[src/rtl/sbox_share_ctrl_pkg.sv]
`default_nettype none
// ============================================================================
// Module   : sbox_share_ctrl_pkg
// Purpose  : Shared types and constants for the S-box sharing controller:
//            FSM state encoding, requester identifiers, byte counts and the
//            byte-index width used by the tag pipeline.
// Ports    : none (package)
// Revision : 1.0 - initial release
// ============================================================================
package sbox_share_ctrl_pkg;

    typedef enum logic [1:0] {
        IDLE  = 2'd0,
        ISSUE = 2'd1,
        DRAIN = 2'd2,
        DONE  = 2'd3
    } state_e;

    typedef enum logic {
        REQ_ST = 1'b0,
        REQ_KW = 1'b1
    } req_e;

    localparam int NBYTES_ST    = 16;
    localparam int NBYTES_KW    = 4;
    localparam int SBOX_LAT_MAX = 8;
    localparam int IDX_W        = 4;

    // FIPS-197 RotWord: cyclic left rotation of the word by one byte.
    function automatic logic [31:0] rot_word(input logic [31:0] w);
        return {w[23:0], w[31:24]};
    endfunction

endpackage
`default_nettype wire

[src/rtl/sbox_share_tagpipe.sv]
`default_nettype none
// ============================================================================
// Module   : sbox_share_tagpipe
// Purpose  : SBOX_LAT-deep shift register carrying {valid, byte index} in
//            lock-step with the external S-box so each S-box result can be
//            steered to its byte slot. Synchronous active-low clear drops
//            every in-flight tag.
// Ports    : clk        - clock
//            rst_n      - synchronous active-low clear
//            in_valid   - a byte is issued to the S-box this cycle
//            in_idx     - index of the issued byte
//            out_valid  - tag emerging alongside the current S-box result
//            out_idx    - byte index of that result
// Params   : SBOX_LAT   - S-box latency, 1..SBOX_LAT_MAX
// Revision : 1.0 - initial release
// ============================================================================
module sbox_share_tagpipe
    import sbox_share_ctrl_pkg::*;
#(
    parameter int SBOX_LAT = 1
) (
    input  logic             clk,
    input  logic             rst_n,
    input  logic             in_valid,
    input  logic [IDX_W-1:0] in_idx,
    output logic             out_valid,
    output logic [IDX_W-1:0] out_idx
);

    logic [IDX_W:0] r_pipe [SBOX_LAT];

    always_ff @(posedge clk) begin
        if (!rst_n) begin
            for (int i = 0; i < SBOX_LAT; i++) begin
                r_pipe[i] <= '0;
            end
        end else begin
            r_pipe[0] <= {in_valid, in_idx};
            for (int i = 1; i < SBOX_LAT; i++) begin
                r_pipe[i] <= r_pipe[i-1];
            end
        end
    end

    assign {out_valid, out_idx} = r_pipe[SBOX_LAT-1];

endmodule
`default_nettype wire

[src/rtl/sbox_share_ctrl.sv]
`default_nettype none
// ============================================================================
// Module   : sbox_share_ctrl
// Purpose  : Time-multiplexes one external registered AES S-box between the
//            round datapath (SubBytes, 16 bytes) and the key schedule
//            (SubWord, 4 bytes). One byte is issued per cycle, results are
//            steered back by a tag pipeline and reassembled.
// Ports    : clk, rst_n (sync, active low)
//            st_valid/st_ready/st_in[127:0]         - state request
//            st_out_valid/st_out_ready/st_out[127:0] - SubBytes result
//            kw_valid/kw_ready/kw_in[31:0]          - key word request
//            kw_out_valid/kw_out_ready/kw_out[31:0] - SubWord result
//            sbox_x[7:0] (to S-box), sbox_y[7:0] (from S-box)
// Params   : SBOX_LAT - S-box latency in cycles, 1..8
// Macro    : SBOX_SHARE_CTRL_ROTWORD_EN - when defined, the key word is
//            rotated (RotWord) before substitution.
// Revision : 1.0 - initial release
// ============================================================================
module sbox_share_ctrl
    import sbox_share_ctrl_pkg::*;
#(
    parameter int SBOX_LAT = 1
) (
    input  logic         clk,
    input  logic         rst_n,
    input  logic         st_valid,
    output logic         st_ready,
    input  logic [127:0] st_in,
    output logic         st_out_valid,
    input  logic         st_out_ready,
    output logic [127:0] st_out,
    input  logic         kw_valid,
    output logic         kw_ready,
    input  logic [31:0]  kw_in,
    output logic         kw_out_valid,
    input  logic         kw_out_ready,
    output logic [31:0]  kw_out,
    output logic [7:0]   sbox_x,
    input  logic [7:0]   sbox_y
);

    localparam logic [1:0] c_IDLE  = IDLE;
    localparam logic [1:0] c_ISSUE = ISSUE;
    localparam logic [1:0] c_DRAIN = DRAIN;
    localparam logic [1:0] c_DONE  = DONE;

    logic [1:0]       r_state;
    req_e             r_req;
    req_e             r_last;      // requester served most recently
    logic [127:0]     r_data;      // latched operand, byte k at [8k+:8]
    logic [127:0]     r_res;       // reassembled result, byte k at [8k+:8]
    logic [IDX_W-1:0] r_cnt;
    logic [IDX_W-1:0] r_last_idx;
    logic             r_st_ov;
    logic             r_kw_ov;
    logic [127:0]     r_st_out;
    logic [31:0]      r_kw_out;

    logic             w_gnt_st;
    logic             w_gnt_kw;
    logic             w_tag_v;
    logic [IDX_W-1:0] w_tag_idx;
    logic [127:0]     w_res_nxt;
    logic             w_last_wr;
    logic [31:0]      w_kw_lat;
    logic [127:0]     w_kw_bytes;
    logic [31:0]      w_kw_res;
    logic             w_out_hs;

    // On a tie the requester that was not served last wins.
    assign w_gnt_st = st_valid && (!kw_valid || (r_last == REQ_KW));
    assign w_gnt_kw = kw_valid && !w_gnt_st;
    assign st_ready = (r_state == c_IDLE) && w_gnt_st;
    assign kw_ready = (r_state == c_IDLE) && w_gnt_kw;

    assign sbox_x = (r_state == c_ISSUE) ? r_data[{r_cnt, 3'b000} +: 8] : 8'h00;

`ifdef SBOX_SHARE_CTRL_ROTWORD_EN
    assign w_kw_lat = rot_word(kw_in);
`else
    assign w_kw_lat = kw_in;
`endif

    // Key word bytes are MSB-first; store them LSB-first so both requesters
    // share the same byte-k addressing in r_data/r_res.
    always_comb begin
        w_kw_bytes = '0;
        for (int i = 0; i < NBYTES_KW; i++) begin
            w_kw_bytes[8*i +: 8] = w_kw_lat[31-8*i -: 8];
        end
    end

    sbox_share_tagpipe #(
        .SBOX_LAT (SBOX_LAT)
    ) u_tagpipe (
        .clk       (clk),
        .rst_n     (rst_n),
        .in_valid  (r_state == c_ISSUE),
        .in_idx    (r_cnt),
        .out_valid (w_tag_v),
        .out_idx   (w_tag_idx)
    );

    // Result with this cycle's emerging byte merged in, so the final byte
    // can be forwarded to the output register on the same edge.
    always_comb begin
        w_res_nxt = r_res;
        if (w_tag_v) begin
            w_res_nxt[{w_tag_idx, 3'b000} +: 8] = sbox_y;
        end
    end

    always_comb begin
        w_kw_res = '0;
        for (int i = 0; i < NBYTES_KW; i++) begin
            w_kw_res[31-8*i -: 8] = w_res_nxt[8*i +: 8];
        end
    end

    assign w_last_wr = w_tag_v && (w_tag_idx == r_last_idx);
    assign w_out_hs  = ((r_req == REQ_ST) && st_out_ready) ||
                       ((r_req == REQ_KW) && kw_out_ready);

    always_ff @(posedge clk) begin
        if (!rst_n) begin
            r_state    <= c_IDLE;
            r_req      <= REQ_ST;
            r_last     <= REQ_KW;
            r_data     <= '0;
            r_res      <= '0;
            r_cnt      <= '0;
            r_last_idx <= '0;
            r_st_ov    <= 1'b0;
            r_kw_ov    <= 1'b0;
            r_st_out   <= '0;
            r_kw_out   <= '0;
        end else begin
            r_res <= w_res_nxt;
            case (r_state)
                c_IDLE: begin
                    if (st_valid && st_ready) begin
                        r_data     <= st_in;
                        r_req      <= REQ_ST;
                        r_last_idx <= IDX_W'(NBYTES_ST - 1);
                        r_cnt      <= '0;
                        r_state    <= c_ISSUE;
                    end else if (kw_valid && kw_ready) begin
                        r_data     <= w_kw_bytes;
                        r_req      <= REQ_KW;
                        r_last_idx <= IDX_W'(NBYTES_KW - 1);
                        r_cnt      <= '0;
                        r_state    <= c_ISSUE;
                    end
                end
                c_ISSUE: begin
                    r_cnt <= r_cnt + 4'd1;
                    if (r_cnt == r_last_idx) begin
                        r_state <= c_DRAIN;
                    end
                end
                c_DRAIN: begin
                    // SBOX_LAT >= 1, so the last tag always emerges here.
                    if (w_last_wr) begin
                        r_state <= c_DONE;
                        if (r_req == REQ_ST) begin
                            r_st_out <= w_res_nxt;
                            r_st_ov  <= 1'b1;
                        end else begin
                            r_kw_out <= w_kw_res;
                            r_kw_ov  <= 1'b1;
                        end
                    end
                end
                c_DONE: begin
                    if (w_out_hs) begin
                        r_st_ov <= 1'b0;
                        r_kw_ov <= 1'b0;
                        r_last  <= r_req;
                        r_state <= c_IDLE;
                    end
                end
                default: r_state <= c_IDLE;
            endcase
        end
    end

    assign st_out_valid = r_st_ov;
    assign kw_out_valid = r_kw_ov;
    assign st_out       = r_st_out;
    assign kw_out       = r_kw_out;

endmodule
`default_nettype wire

[config.mk]
export PLATFORM = sky130hd
export DESIGN_NAME = sbox_share_ctrl
export DESIGN_NICKNAME = d
export VERILOG_FILES = /design/src/rtl/sbox_share_ctrl_pkg.sv /design/src/rtl/sbox_share_tagpipe.sv /design/src/rtl/sbox_share_ctrl.sv
export SDC_FILE = /design/constraint.sdc
export NUM_CORES = 1
export LEC_CHECK = 0
export ABC_AREA = 1
export BUFFER_PORTS_ARGS = -buffer_cell sky130_fd_sc_hd__clkbuf_2
export CAP_MARGIN = 15
export CELL_PAD_IN_SITES_DETAIL_PLACEMENT = 1
export CELL_PAD_IN_SITES_GLOBAL_PLACEMENT = 1
export CORE_MARGIN = 4
export CORE_UTILIZATION = 40
export DETAILED_ROUTE_END_ITERATION = 8
export GPL_TIMING_DRIVEN = 0
export PLACE_DENSITY = 0.89
export SYNTH_ARGS = -nofsm -noshare
export SYNTH_HDL_FRONTEND = slang
export SYNTH_HIERARCHICAL = 1
export SYNTH_SLANG_ARGS = --single-unit
[constraint.sdc]
create_clock -name clk -period 3 [get_ports clk]
set_input_delay 0.6 -clock clk [delete_from_list [all_inputs] [get_ports clk]]
set_output_delay 0.6 -clock clk [all_outputs]
set_load 0.02 [all_outputs]
# Yosys cells after proc, flatten, opt, wreduce, memory -nomap -nowiden
# Memory sizes are Yosys's and may differ from the RTL's.
# Cells that the tools add are included.
dict set report word_totals {
  n_memories 1
  out_inout_bits 172
  in_bits 174
  reg_bits 430
  ramBits 5
  elab_cells 84
}
# name depth word_bits read_ports rd_clocked_by_memory_dff wr line_no
set mem_list {}
lappend mem_list {u_tagpipe.r_pipe 1 5 1 0 1 sbox_share_tagpipe.sv:30} ;# logic [IDX_W:0] r_pipe [SBOX_LAT];
dict set report classes {
  n_reduce_logical 26
  mux 29
  bitwise 1
  shift 3
  n_addsub 2
  eq_ne 11
}
# op n
set ops {}
lappend ops {{$mux W128} 3}
lappend ops {{$bwmux W128} 1}
lappend ops {{$shift A8 B9 Y128 const A} 1}
lappend ops {{$shiftx A128 B8 Y8} 1}
lappend ops {{$shiftx A8 B9 Y128} 1}
lappend ops {{$mux W4} 4}
lappend ops {{$reduce_and A4 Y1} 3}
lappend ops {{$mux W1} 10}
lappend ops {{$mux W2} 5}
lappend ops {{$ne A2 B2 Y1 const B} 5}
lappend ops {{$logic_and A1 B1 Y1} 9}
lappend ops {{$neg A7 Y9} 1}
lappend ops {{$eq A4 B4 Y1} 2}
lappend ops {{$mux W8} 1}
lappend ops {{$pmux W2 S4} 1}
lappend ops {{$pmux W4 S2} 1}
lappend ops {{$reduce_and A2 Y1} 3}
lappend ops {{$reduce_and A3 Y1} 2}
lappend ops {{$reduce_bool A2 Y1} 3}
lappend ops {{$mux W5} 1}
lappend ops {{$reduce_or A5 Y1} 1}
lappend ops {{$add A4 B1 Y4 const B} 1}
lappend ops {{$eq A2 B2 Y1 const B} 2}
lappend ops {{$pmux W1 S2} 2}
lappend ops {{other kinds (6)} 8}

# Depth between registers and ports, before layout
# Gate-level depths: netlist of run 1.
dict set report depth {
  depth_word 10
  ltp_mapped 14
  ltp_nobuf 13
}

# Cells and area by module
# The synthesis of run 1 kept the hierarchy.
# module area_each_um2 n_inst seq_area_each_um2 cells_each
set by_module_without_submodules {}
lappend by_module_without_submodules {sbox_share_ctrl 18332.6 1 8568.2 2524}
lappend by_module_without_submodules {sbox_share_tagpipe 137.6 1 100.1 15}

# Worst setup path after synthesis of run 1
# No wires, ideal clock.
dict set report synth_timing {
  path_kind {register to register}
  from {memory u_tagpipe/r_pipe[0][0] (netlist name)}
  to {register r_kw_out[30], in the netlist kw_out[30]}
  required_time_ns 2.872
  arrival_ns 2.191
  stages_incl_launch_ff 13
  path_slack_ns 0.681
  synth_period_minus_slack_ns 2.319
  path_cell_list {dfxtp_1 > inv_2 > buf_1 > ha_1 > buf_2 > inv_2 > nand3_1 > nor2_1 > buf_2 > nand2_1 > o21a_1 > inv_1 > a21oi_1}
}
dict set report synth_between {
  elab_chain_cells 5
}
# element line_no
set synth_lines {}
lappend synth_lines {{from (decl)} sbox_share_tagpipe.sv:30}
lappend synth_lines {{$mem_v2 Z1 W5 (*)} --}
lappend synth_lines {{$neg A7 Y9} sbox_share_ctrl.sv:109} ;# w_res_nxt[{w_tag_idx, 3'b000} +: 8] = sbox_y;
lappend synth_lines {{$shiftx A8 B9 Y128 / $shift A8 B9 Y128 (equally long branches)} sbox_share_ctrl.sv:109}
lappend synth_lines {{$bwmux W128} sbox_share_ctrl.sv:109}
lappend synth_lines {{$mux W128} sbox_share_ctrl.sv:108} ;# if (w_tag_v) begin
lappend synth_lines {{to (signal assigned)} sbox_share_ctrl.sv:169} ;# r_kw_out <= w_kw_res;
lappend synth_lines {{to (decl)} sbox_share_ctrl.sv:57} ;# logic [31:0] r_kw_out;
# Every way passes the cells marked *; elsewhere a longest branch is shown, timed or not.
# A chain may end at the register's enable or synchronous reset.

# Worst setup path in the final report of run 1
dict set report layout_timing {
  from {register r_cnt[0]}
  to {output sbox_x[4]}
}
dict set report layout_between {
  elab_chain_cells 2
}
# element line_no
set layout_lines {}
lappend layout_lines {{from (decl)} sbox_share_ctrl.sv:52} ;# logic [IDX_W-1:0] r_cnt;
lappend layout_lines {{from (signal assigned)} sbox_share_ctrl.sv:156} ;# r_cnt <= r_cnt + 4'd1;
lappend layout_lines {{$shiftx A128 B8 Y8} sbox_share_ctrl.sv:76} ;# assign sbox_x = (r_state == c_ISSUE) ? r_data[{r_cnt, 3'b000} +: 8] : 8'h00;
lappend layout_lines {{$mux W8} sbox_share_ctrl.sv:76}
lappend layout_lines {{to (decl)} sbox_share_ctrl.sv:38} ;# output logic [7:0] sbox_x,
# Every way passes these cells.

==> impl_metrics.json, run 1 <==
{
  "yosys.area.top_type_share": 0.469,
  "nets": 3107,
  "port_buffers": 337,
  "clock-root-buffer": "clkbuf_16",
  "tightest_slew_ns": 1.03,
  "regArea_um2": 8670,
  "die_w_um": 223,
  "synth.avg_cell_area_um2": 7.27,
  "synth.most_common_cell": "nand2_1",
  "worst_ep_required_time_ns": 2.40,
  "rsz0062_at_grt": "yes",
  "leakage_uw": 0.0103,
  "fin_crit_ns": 2.96,
  "ys_seq_elements": 433,
  "dp_hpwl_mm": 54.6,
  "fp.dieH_um": 223,
  "area_growth_pct": 22.4,
  "pwr_density_cell_nw_per_um2": 734,
  "drtPass1Iterations": 7,
  "tritoncts": "done",
  "final_area_um2": 22600,
  "dp_slack_ns": 0.115,
  "worst_slack_ns": 0.0419,
  "drc": 0,
  "drive_gt1_frac": 0.185,
  "synth_commonest_cells": "nand2_1, dfxtp_1, nand3_1, a21oi_1, inv_1",
  "rows": 78,
  "cts.sinks": 433,
  "viasPerCell": 5.37,
  "clockBufferDepth": 3,
  "insertion_delay_ns": 0.59,
  "worst_hold_slack_ns": 0.244,
  "maxSlewViolCount": 0,
  "critical_path_class": "register to primary output",
  "clk_pin_slew_ns": 0.06,
  "grt_pass1_vias": 19988,
  "synth_warnings": 6,
  "synth_area_um2": 18500,
  "multi_input_area_um2": 8250,
  "fin_crit_sh": 0.986,
  "fin_worst_skew_ns": 0.0171,
  "synth.distinct_cells": 33,
  "fill_cells": 5918,
  "initial_core_util": 0.406,
  "hold_class": "input port to register",
  "cp-end-kind": "primary output",
  "grt_pass1_wl_mm": 110,
  "synthFlopType": "dfxtp_1",
  "synthArstFlopShare": 0,
  "max_slew_margin": 0.315,
  "ir_drop_v": 0.000400,
  "synth_enable_flop_cells": 0,
  "die_area_um2": 49700,
  "synth_fp_nets": 2721,
  "syn-instance-count": 2539,
  "antenna_left": 0,
  "outcome": "finished, final reports clean",
  "dpl_cell_area_um2": 20900,
  "io_pins": 346,
  "drtIter0Drc": 1170,
  "max_freq_mhz": 338,
  "grt_max_degree": 20,
  "power.total_uw": 16600,
  "core-area_um2": 45500,
  "yosys-top-cells-area": "dfxtp_1, nand2_1, nand3_1",
  "num_antenna_cells": 0,
  "finalSetupTns_ns": 0,
  "hold_violations": 0,
  "grt-ovfl-total": 0,
  "vias": 19113,
  "setup_viol": 0,
  "gp_congestion": 0.906,
  "detail_route.wirelength_mm": 72.1,
  "maxCapViolations": 0,
  "post-synth-top-area-cell": "dfxtp_1",
  "track_usage": 0.278,
  "wire_per_inst_um": 20.3,
  "grt_antenna_before_repair": 4,
  "cts_buffers": 46,
  "cts_max_level": 2,
  "cp_max_fo": 10,
  "synth_seq_area_share": 0.469,
  "worst-endpoint-arrival_ns": 2.36,
  "critPathLaunchType": "register"
}
## flip-flops by register name, indices dropped and copies added (netlist names)
register          cells
st_out_valid          1
r_last_idx            2
st_out              128
r_state               2
kw_out               32
u_tagpipe/r_pipe      5
kw_out_valid          1
r_req                 1
r_last                1
r_cnt                 4
r_data              128
r_res               128
## metrics by stage
step / cells / utilization
4_1_cts: 3557 / 0.496
5_1_grt: 3559 / 0.497
6_report: 3559 / 0.497
3_5_place_dp: 3476 / 0.460
2_1_floorplan: 2539 / -
3_3_place_gp: 3476 / 0.460
## logic make-up (layout without fill, tap and decap cells)
family                     count (synthesis)  count (layout)  synth area share
AOI/OAI and AO/OA                        536             536             0.170
adders and majority gates                  8               8           0.00542
buffers and inverters                    399             819            0.0881
DFF                                      433             433             0.469
and+or+nand+nor                         1163            1163             0.267
## worst paths after layout
kind | depth (start not counted) | slack, ns | to | start
setup / recovery | 8 | 0.04 | sbox_x[4] | r_cnt[0]
hold / removal | 3 | 0.24 | r_data[95] | st_in[95]
setup reg to reg | 11 | 0.18 | kw_out[23] | u_tagpipe/r_pipe[0][0]
hold reg to reg | 2 | 0.46 | r_data[76] | r_data[76]
## layout make-up
class | instances | share of cell area
inverter | 233 | 0.0389
buffer | 165 | 0.0383
tap | 600 | 0.0332
multi-input combinational | 1707 | 0.365
timing repair buffer | 339 | 0.0758
clock buffer | 66 | 0.0592
clock inverter | 16 | 0.00625
sequential | 433 | 0.383
## per-layer routing
layer	share of wire	vias to the layer above	global-route usage
li1	-	9006	-
met1	0.39	9240	0.320
met2	0.50	672	0.507
met3	0.062	187	0.0488
met4	0.044	8	0.120
met5	0.00065	-	0
## power breakdown
group	leakage [uW]	switching, uW	internal, uW
logic	0.00604	3070	1350
registers	0.00351	311	6200
clock network	0.000728	2390	3270
## layout by cell type (no fill, tap or decap), drive strengths merged
cell type  instances
nor3               8
clkinv            10
o221ai             1
nand3            276
a211oi             2
nand4             10
o21ai             82
dfxtp            433
clkbuf           488
inv              234
clkinvlp           3
a21oi            242
nand2            703
o21a             152
bufinv             2
nand3b             2
o22ai             18
o31ai              4
nor2             163
ha                 8
a31oi             35
and3               1
buf               82
## repair_timing
action                                  CTS  global route
resized for setup                        56            29
pin swaps                                 0             3
hold buffers                              0             0
buffers inserted                          0             2
endpoints found under the setup margin   10            57
gates cloned                              0             0
## critical path, stage by stage (launching register included)
cell and delay [ns]:
dfxtp_1 0.36, buf_4 0.18, buf_6 0.17, clkbuf_8 0.18, o21ai_0 0.10, o22ai_1 0.21
nand2_1 0.12, a31oi_4 0.25, clkbuf_4 0.21
Note: power is estimated with default switching activity, not from simulation.
==> inputs of run 2 (changes only) <==
Settings changed: ABC_AREA 1 to 0, PLACE_DENSITY 0.89 to 0.86, SLEW_MARGIN set to 10.
==> impl_metrics.json, run 2 <==
{
  "outcome": "finished with violations",
  "failed_checks": "setup timing",
  "drive_gt1_frac": 0.255,
  "crit_path_end": "sbox_x[4]",
  "grt_antenna_before_repair": 3,
  "cp_max_fo": 5,
  "die_w_um": 209,
  "pwr_density_cell_nw_per_um2": 767,
  "clock-root-buffer": "clkbuf_16",
  "fin_crit_ns": 3.22,
  "cts_buffers": 46,
  "gp_congestion": 0.925,
  "hold_violations": 0,
  "p_sw_uw": 4630,
  "leakage_uw": 0.00858,
  "synth_commonest_cells": "dfxtp_1, nor2_1, a21oi_1, o21ai_0, mux2i_1",
  "detail_route.wirelength_mm": 63.9,
  "syn-instance-count": 1635,
  "hold_class": "input port to register",
  "nets": 2207,
  "port_buffers": 337,
  "core-area_um2": 39800,
  "antenna_left": 0,
  "rr_startpoint": "u_tagpipe/r_pipe[0][0]",
  "grt_pass1_wl_mm": 96.7,
  "critPathLaunchType": "register",
  "internal_power_uw": 11000,
  "clkPwrFrac": 0.390,
  "synth_enable_flop_cells": 0,
  "drtIter0Drc": 1178,
  "synth.most_common_cell": "dfxtp_1",
  "dp_hpwl_mm": 46.3,
  "maxSlewViolCount": 0,
  "worst_hold_slack_ns": 0.255,
  "initial_core_util": 0.406,
  "clk_pin_slew_ns": 0.06,
  "rows": 73,
  "maxCapViolations": 0,
  "clockBufferDepth": 3,
  "synthArstFlopShare": 0,
  "synth_area_um2": 16200,
  "r2r-end": "st_out[69]",
  "critical_path_class": "register to primary output",
  "yosys.area.top_type_share": 0.536,
  "cts_max_level": 2,
  "cts-hold-fix-buffers": 0,
  "fp.dieH_um": 209,
  "yosys-top-cells-area": "dfxtp_1, mux2i_1, nor2_1",
  "synth.avg_cell_area_um2": 9.89,
  "synth_warnings": 6,
  "tightest_slew_ns": 1.13,
  "synth.distinct_cells": 49,
  "post-synth-top-area-cell": "dfxtp_1",
  "cp-end-kind": "primary output",
  "synth_fp_nets": 1817,
  "setup_viol": 8,
  "synth_seq_area_share": 0.536,
  "p_sw_frac": 0.296,
  "rsz0062_at_grt": "yes",
  "reg2regPathDepth": 9,
  "postLayoutCoreUtil": 0.513,
  "synthFlopType": "dfxtp_1",
  "grt_max_degree": 20,
  "ys_seq_elements": 433,
  "layout_common_cells": "dfxtp_1, clkbuf_2, nor2_1, a21oi_1, o21ai_0",
  "fin_crit_sh": 1.07,
  "p_seq_frac": 0.418,
  "wire_per_inst_um": 24.7,
  "cts.sinks": 433,
  "drc": 0,
  "grt-ovfl-total": 0,
  "fin_worst_skew_ns": 0.0183,
  "worst_slack_ns": -0.223,
  "track_usage": 0.281,
  "io_pins": 346,
  "insertion_delay_ns": 0.61,
  "area_growth_pct": 26.4,
  "layout_commonest_cell": "dfxtp_1",
  "max_freq_mhz": 310,
  "combPwrFrac": 0.192,
  "critPathLaunch": "r_cnt[0]",
  "grt_pass1_vias": 16037,
  "ir_drop_v": 0.000543,
  "max_slew_margin": 0.249,
  "r2r_slack_ns": 0.26,
  "viasPerCell": 5.79,
  "worst-endpoint-arrival_ns": 2.62,
  "worst_ep_required_time_ns": 2.40,
  "die_area_um2": 43700,
  "tritoncts": "done",
  "vias": 14987,
  "drtPass1Iterations": 8
}
[run 2: worst max-delay path: stages, from the launching register on]
cell and delay [ns]:
dfxtp_4 0.36, buf_12 0.14, buf_12 0.14, mux4_2 0.56
mux4_2 0.50, and2_4 0.20, buf_8 0.13
[run 2: cell families (layout without fill, tap and decap cells)]
kind of cell    Yosys count  count (layout)  synth area share
compound gates          478             478             0.182
mux                     158             158             0.129
xor+xnor                  1               1          0.000542
other cells               0               1                 0
buf+inv                 151             577            0.0376
flops                   433             433             0.536
fa+ha+maj                 8               8           0.00619
simple gates            406             406             0.109
[run 2: worst min path at each step]
stage	start	depth (start not counted)	to
3_5_place_dp	r_res[84]	2	r_res[84]
4_1_cts	st_in[47]	3	r_data[47]
5_1_grt	st_in[123]	3	r_data[123]
3_3_place_gp	r_res[85]	2	r_res[85]
6_report	st_in[37]	3	r_data[37]
2_1_floorplan	r_res[100]	2	r_res[100]
[run 2: area by class of cell]
class,instances,area [um2]
Antenna cell,1,2.50
Buffer,143,686
Clock buffer,63,1320
Clock inverter,21,304
Fill cell,4598,19400
Inverter,7,26.3
Multi-Input combinational cell,1051,6940
Sequential cell,433,8670
Tap cell,525,657
Timing Repair Buffer,343,1840
[run 2: timing repair]
item	4_1_cts	5_1_grt
endpoints found under the setup margin	29	183
pin swaps	1	1
gates resized for setup	54	24
buffers inserted	4	1
endpoints found under the hold margin	0	0
cloned	1	0
[run 2: power by group through the flow]
stage	Clock, uW	Combinational (uW)	Sequential, uW
2_1_floorplan	0	1780	6560
6_report	6110	3020	6550
4_1_cts	6180	2970	6530
3_5_place_dp	0	2750	6630
3_3_place_gp	0	2630	6600
5_1_grt	6410	3240	6580
[run 2: metrics by stage]
step                power (uW)  instance area [um2]  setup TNS, ns  instances  setup WS, ns
global route             16200                20400          -1.99       2586        -0.280
global placement          9240                18500          -2.25       2497        -0.358
CTS                      15700                20400          -1.87       2585        -0.257
floorplan                 8340                16200              0       1635         0.375
detailed placement        9390                18500          -3.10       2497        -0.426
finish                   15700                20400          -1.53       2587        -0.223
[run 2: layer usage]
| metal | vias up | track usage | part of all wire |
|---|---|---|---|
| met4 | 2 | 0.130 | 0.043 |
| met1 | 7500 | 0.327 | 0.38 |
| met2 | 676 | 0.498 | 0.50 |
| met3 | 156 | 0.0575 | 0.072 |
| li1 | 6653 | - | - |
| met5 | - | 0 | 0.00014 |
